[config.mk]
export PLATFORM = sky130hd
export DESIGN_NAME = mux4_rr_arbiter
export DESIGN_NICKNAME = d
export VERILOG_FILES = /design/src/rtl/arb_pkg.sv /design/src/rtl/MuxN_4_1.sv /design/src/rtl/mux4_rr_arbiter.sv
export SDC_FILE = /design/constraint.sdc
export NUM_CORES = 1
export LEC_CHECK = 0
export ABC_CLOCK_PERIOD_IN_PS = 1600
export BUFFER_PORTS_ARGS = -buffer_cell sky130_fd_sc_hd__buf_4
export CORE_MARGIN = 2
export CORE_UTILIZATION = 42
export DETAILED_ROUTE_END_ITERATION = 8
export PLACE_DENSITY = 0.83
export SLEW_MARGIN = 20
export SYNTH_ARGS = -nofsm -noshare
export SYNTH_HDL_FRONTEND = slang
export SYNTH_HIERARCHICAL = 1
export SYNTH_SLANG_ARGS = --single-unit
[constraint.sdc]
create_clock -name clk -period 1.6 [get_ports clk]
set_input_delay 0.32 -clock clk [delete_from_list [all_inputs] [get_ports clk]]
set_output_delay 0.32 -clock clk [all_outputs]
set_load 0.005 [all_outputs]
[src/rtl/arb_pkg.sv]
// rtl/arb_pkg.sv - shared types and round-robin pick helper for mux4_rr_arbiter
package arb_pkg;

    localparam int NUM_REQ = 4;

    typedef enum logic {
        ARB_IDLE,
        ARB_BUSY
    } arb_state_t;

    typedef logic [1:0] arb_src_t;

    // Walks from lowest to highest priority so the highest-priority valid index wins last.
    function automatic arb_src_t rr_pick(input logic [NUM_REQ-1:0] valid, input arb_src_t ptr);
        arb_src_t idx;
        arb_src_t pick;
        pick = ptr;
        for (int k = NUM_REQ - 1; k >= 0; k--) begin
            idx = ptr + arb_src_t'(k);
            if (valid[idx]) begin
                pick = idx;
            end
        end
        return pick;
    endfunction

endpackage

[src/rtl/MuxN_4_1.sv]
// rtl/MuxN_4_1.sv - N-bit 4:1 data multiplexer
module MuxN_4_1 #(
    parameter int N = 8
) (
    input  logic [1:0]   sel,
    input  logic [N-1:0] in0,
    input  logic [N-1:0] in1,
    input  logic [N-1:0] in2,
    input  logic [N-1:0] in3,
    output logic [N-1:0] out
);

    always_comb begin
        case (sel)
            2'd0:    out = in0;
            2'd1:    out = in1;
            2'd2:    out = in2;
            default: out = in3;
        endcase
    end

endmodule

[src/rtl/mux4_rr_arbiter.sv]
// rtl/mux4_rr_arbiter.sv - round-robin burst arbiter sharing one registered output channel
module mux4_rr_arbiter
    import arb_pkg::*;
#(
    parameter int N         = 8,
    parameter int MAX_BURST = 4
) (
    input  logic                clk,
    input  logic                rst,
    input  logic [NUM_REQ-1:0]  req_valid,
    input  logic [NUM_REQ-1:0]  req_last,
    input  logic [N-1:0]        req_data_0,
    input  logic [N-1:0]        req_data_1,
    input  logic [N-1:0]        req_data_2,
    input  logic [N-1:0]        req_data_3,
    output logic [NUM_REQ-1:0]  req_ready,
    output logic                out_valid,
    output logic [N-1:0]        out_data,
    output logic                out_last,
    output logic [1:0]          out_src,
    input  logic                out_ready
);

    localparam int CW = $clog2(MAX_BURST + 1);
    localparam logic [CW-1:0] LAST_CNT = CW'(MAX_BURST - 1);

    arb_state_t      state_q, state_d;
    arb_src_t        ptr_q, ptr_d;
    arb_src_t        owner_q, owner_d;
    logic [CW-1:0]   count_q, count_d;
    logic            out_valid_q, out_valid_d;
    logic [N-1:0]    out_data_q, out_data_d;
    logic            out_last_q, out_last_d;
    arb_src_t        out_src_q, out_src_d;

    logic [N-1:0]    mux_data;
    logic            slot_free;
    logic            accept;
    logic            beat_last;

    MuxN_4_1 #(.N(N)) u_mux (
        .sel (owner_q),
        .in0 (req_data_0),
        .in1 (req_data_1),
        .in2 (req_data_2),
        .in3 (req_data_3),
        .out (mux_data)
    );

    // Ready depends only on registered state and out_ready, never on req_valid.
    assign slot_free = !out_valid_q || out_ready;

    always_comb begin
        req_ready = '0;
        if (state_q == ARB_BUSY) begin
            req_ready[owner_q] = slot_free;
        end
    end

    assign accept    = (state_q == ARB_BUSY) && req_valid[owner_q] && slot_free;
    assign beat_last = req_last[owner_q] || (count_q == LAST_CNT);

    always_comb begin
        state_d     = state_q;
        ptr_d       = ptr_q;
        owner_d     = owner_q;
        count_d     = count_q;
        out_valid_d = out_valid_q;
        out_data_d  = out_data_q;
        out_last_d  = out_last_q;
        out_src_d   = out_src_q;

        if (out_ready) begin
            out_valid_d = 1'b0;
        end

        case (state_q)
            ARB_IDLE: begin
                if (|req_valid) begin
                    owner_d = rr_pick(req_valid, ptr_q);
                    count_d = '0;
                    state_d = ARB_BUSY;
                end
            end
            default: begin
                if (accept) begin
                    out_valid_d = 1'b1;
                    out_data_d  = mux_data;
                    out_src_d   = owner_q;
                    out_last_d  = beat_last;
                    count_d     = count_q + 1'b1;
                    if (beat_last) begin
                        ptr_d   = owner_q + 2'd1;
                        count_d = '0;
                        state_d = ARB_IDLE;
                    end
                end
            end
        endcase
    end

    always_ff @(posedge clk) begin
        if (rst) begin
            state_q     <= ARB_IDLE;
            ptr_q       <= '0;
            owner_q     <= '0;
            count_q     <= '0;
            out_valid_q <= 1'b0;
            out_data_q  <= '0;
            out_last_q  <= 1'b0;
            out_src_q   <= '0;
        end else begin
            state_q     <= state_d;
            ptr_q       <= ptr_d;
            owner_q     <= owner_d;
            count_q     <= count_d;
            out_valid_q <= out_valid_d;
            out_data_q  <= out_data_d;
            out_last_q  <= out_last_d;
            out_src_q   <= out_src_d;
        end
    end

    assign out_valid = out_valid_q;
    assign out_data  = out_data_q;
    assign out_last  = out_last_q;
    assign out_src   = out_src_q;

endmodule

# Word-level counts from Yosys, hierarchy flattened
# Index checks and enable logic that the tools add are counted.
# word_totals
output_inout_bits,16
register_bits,20
inputBits,43
# op_classes
n_lt_le_gt_ge,6
n_addsub,5
n_mux,31
reduce_logical,13
n_eq_ne,4
n_bitwise,2
# op_table
op,count
$pmux 8 s3,1
$lt 2x3->1 const B,5
$mux 1,14
$bmux 1 s2,6
$mux 3,4
$mux 2,4
$reduce_and 2->1,3
$add 2x1->2 const B,2
$add 2x2->2 const B,2
$and 4x4->4,1
$mux 4,1
$reduce_or 4->1,1
$add 3x1->3 const B,1
$eq 3x2->1 const B,1
$logic_and 1x1->1,3
$reduce_and 3->1,1
$demux 1 s2,1
$eq 2x1->1 const B,1
$eq 2x2->1 const B,1
$ge 2x1->1 const B,1
$logic_not 2->1,1
$logic_or 1x1->1,2
$ne 2x1->1 const B,1
$reduce_bool 2->1,1
2 further kinds,2

# Depth between registers and ports, before layout
# logic_depth
ltp_word,7
mapped_depth,6

# By module
# Netlist, hierarchy kept.
# by_module_without_submodules
module,area_each_um2,cells_each,seq_area_each_um2,n_inst
mux4_rr_arbiter,1102.3,111,400.4,1
MuxN_4_1,196.4,10,0.0,1

# Worst setup path before layout
# No wires, ideal clock.
# synth_path
path_kind,flip-flop to flip-flop
startpoint,reg owner_q[1]
endpoint,"reg out_data_q[0], in the netlist out_data[0]"
path_slack_ns,-0.032
setup_time_ns,0.124
t_arrival_ns,1.508
path_stages_with_launch,7
period_less_slack_ns,1.632
cell_sequence,dfxtp_1 > buf_6 > mux4_2 > nand3_4 > buf_12 > mux2i_1 > nor2_1
# synth_between
elab_chain_len,5
word_cells_on_any_way,9
cone_classes,eq/ne (2); mux (3); reduce/logical (4)
# synth_rtl
item,line_no,source
"start, declared",mux4_rr_arbiter.sv:29,"arb_src_t owner_q, owner_d;"
"start signal, assigned",mux4_rr_arbiter.sv:115,owner_q <= owner_d;
$bmux 1 s2,mux4_rr_arbiter.sv:60,assign accept = (state_q == ARB_BUSY) && req_valid[owner_q] && slot_free;
$mux 1 (not written as such),mux4_rr_arbiter.sv:60,
$logic_and 1x1->1 (2 in series),mux4_rr_arbiter.sv:60,
$reduce_and 2->1 (no source line),--,
"end signal, assigned",mux4_rr_arbiter.sv:118,out_data_q <= out_data_d;
"end, declared",mux4_rr_arbiter.sv:32,"logic [N-1:0] out_data_q, out_data_d;"
# Several ways; a longest one is shown, not always the timed one. The select of a mux whose other input is x is not followed.
# A chain may end at the register's enable or synchronous reset.

# Worst setup path after layout
# layout_path
startpoint,reg owner_q[1]
endpoint,"reg out_data_q[2], in the netlist out_data[2]"
# The elaborated chain is that of the path after synthesis.

==> out/qor.yml <==
worstPathCellList: "buf_6, mux4_2, nand3_4, buf_12, mux2i_2, nor2_1"
fp.coreArea_mm2: 0.00300
critPathRequiredTime_ns: 1.80
clk_latency_ns: 0.30
slowest_delay_ns: 0.54
wirelength_mm: 3.71
dpl_worst_slack_ns: -0.00570
outcome: "complete, but fails checks"
maxCapViolations: 0
grt_pass1_wl_mm: 5.27
placed_area_mm2: 0.00179
drv_slew: 0
muxShareOfSynthArea_pct: 27.7
worst_ep_arrival_time_ns: 1.86
gr-usage-all-layers_pct: 19.8
nNetsFinal: 247
portBuffers: 58
power-per-cell-area_mw_per_mm2: 665
finalHoldViolCount: 0
grt_max_degree: 24
period_minus_slack_ns: 1.66
hold_slack_ns: 0.347
post-dp-hpwl_mm: 2.57
stdcell_count: 230
worst_slew_pin_slew_ns: 0.388
clockRootBuffer: "clkbuf_4"
synth_edf_count: 0
ant_nets: 0
worst_clock_skew_ns: 0.00554
num_vias: 1296
slowest_stage: "mux4_2"
synthArstFlopShare_pct: 0
dr.pass1.iters: 4
vias_per_cell: 5.63
avgSynthCellArea_um2: 10.7
p_sw_w: 0.000395
layout_setup_ws_ns: -0.0566
yosys_warnings: 6
p_seq_share_pct: 40.7
clockBufferDepth: 2
synth_compound_area_share_pct: 11.0
total_power_w: 0.00138
startpoint_type: "flip-flop"
period_share_pct: 104
rsz0062_at_grt: "yes"
yosys.area.top_type: "dfxtp_1"
switching_share_pct: 28.7
antenna_found_initial: 0
p_comb_share_pct: 37.6
top_level_ports: 59
cts_max_level: 1
drt-initial-drc-count: 74
synth_seq_cells: 20
syn_nets: 170
yosysUniqueCellTypes: 34
post_drt_wl_per_cell_um: 16.1
peakVddDrop_uv: 381
synth_top_area_share_pct: 30.8
cts_inserted_buffers: 3
fmax_mhz: 604
p_clk_share_pct: 21.7
grt_pass1_vias: 1274
placed_cells: 214
place.gp.congestion: 0.788
crit_fanout: 5
synth_xor_area_share_pct: 0
ys_seq_area_share_pct: 30.8
violations: "negative setup slack"
die_w_um: 59.6
final_area_mm2: 0.00207
syn-cell-area_mm2: 0.00130
worstHoldPathType: "in -> reg"
synthSimpleGateAreaFrac_pct: 16.7
layout-drive-gt1-share_pct: 58.9
synthFlopType: "dfxtp_1"
clkTransAtPathRegs_ns: 0.12
setup_viol: 14
synthCells: 121
start_util_pct: 43.3
relSlewSlack_pct: 74.0
p_leak_nw: 0.945
rows: 20
synth_adder_area_share_pct: 5.78
synth_common_cells: "dfxtp_1, mux2i_1, nor2_1"
die_area_mm2: 0.00355
drc: 0
overflow: 0
clock_sinks: 20
die_h_um: 59.6
synth_area_leaders: "dfxtp_1, mux4_2, mux2i_1"
synth_top_family_by_area: "multiplexers"
synthToLayoutAreaGrowth_pct: 59.3
num_antenna_cells: 0
critical_path.endpoint_type: "flip-flop"
cts_tree: "yes"
intPower_w: 0.000980
crit_type: "reg -> reg"
yosysMostFrequentCell: "dfxtp_1"
## kinds of logic (layout without fill, tap and decap cells)
family	after synthesis	count (layout)
AO/OA/AOI/OAI	19	19
adder cells (fa/ha/maj)	6	6
buffers and inverters	15	90
flip-flops	20	20
multiplexers	23	23
AND/OR/NAND/NOR	38	39
## through the flow
step,TNS (ns),util (%)
2_1_floorplan,0,-
3_3_place_gp,0,59.5
3_5_place_dp,-0.0108,59.5
4_1_cts,-0.465,63.5
5_1_grt,-1.44,68.9
6_report,-0.531,68.9
## flip-flops by register name (all words and copies together) (netlist names)
name / flops
out_last: 1
count_q: 3
ptr_q: 2
owner_q: 2
out_valid: 1
out_data: 8
out_src: 2
state_q: 1
## per-layer routing
metal	up-vias	GRT usage (%)	part of all wire (%)
met5	-	0	0
met2	80	37.8	52
met4	0	6.67	1.9
met1	611	20.9	36
li1	596	-	-
met3	9	4.80	9.7
## layout make-up
type                    count  area, um^2
inverters                   7        36.3
multi-input cells          87         883
clock buffers               4        36.3
repair buffers             79         666
well taps                  33        41.3
fillers                   218         933
flip-flops and latches     20         407
## power groups by stage
| stage | Combinational [W] | Sequential, W | Clock [W] |
|---|---|---|---|
| global placement | 0.000391 | 0.000564 | 0 |
| floorplan | 0.000233 | 0.000565 | 0 |
| detailed placement | 0.000408 | 0.000566 | 0 |
| global route | 0.000556 | 0.000563 | 0.000326 |
| finish | 0.000518 | 0.000559 | 0.000299 |
| CTS | 0.000443 | 0.000556 | 0.000305 |
## critical path: cells and delay by family (launching register included)
family                 cells  cell delay, ns
flip-flops                 1            0.38
buffers and inverters      2            0.22
AND/OR/NAND/NOR            2            0.20
multiplexers               2            0.74
## final timing paths
kind                                                 end  cells after the start  slack (ns)                     from
worst max-delay path            out_data[2]$_SDFFE_PP0P_                      6       -0.06  owner_q[1]$_SDFFE_PP0P_
worst min-delay path            out_data[2]$_SDFFE_PP0P_                      2        0.35                      rst
worst max register to register  out_data[2]$_SDFFE_PP0P_                      6       -0.06  owner_q[1]$_SDFFE_PP0P_
worst min register to register   count_q[1]$_SDFFE_PP0P_                      2        0.49  count_q[1]$_SDFFE_PP0P_
## cells in the final DEF, fill, tap and decap left out, types with 2 or more instances in the layout
master / n
clkbuf_4: 3
ha_4: 3
nand2_1: 7
ha_1: 2
a21oi_1: 5
dfxtp_2: 2
buf_6: 6
nor2b_1: 3
buf_12: 2
nor3_1: 2
nand2b_1: 5
o21ai_0: 5
mux2i_1: 11
buf_4: 69
nor2_1: 10
dfxtp_1: 17
mux4_2: 10
and3_4: 4
inv_1: 5
a211oi_1: 2
## timing repair
| action | in CTS | in global routing |
|---|---|---|
| endpoints found under the setup margin | 5 | 20 |
| buffers inserted | 6 | 4 |
| hold buffers | 0 | 0 |
| gates resized for setup | 14 | 23 |
| pin swaps | 0 | 5 |
| cloned | 0 | 2 |
Note: power is estimated with default switching activity, not from simulation.
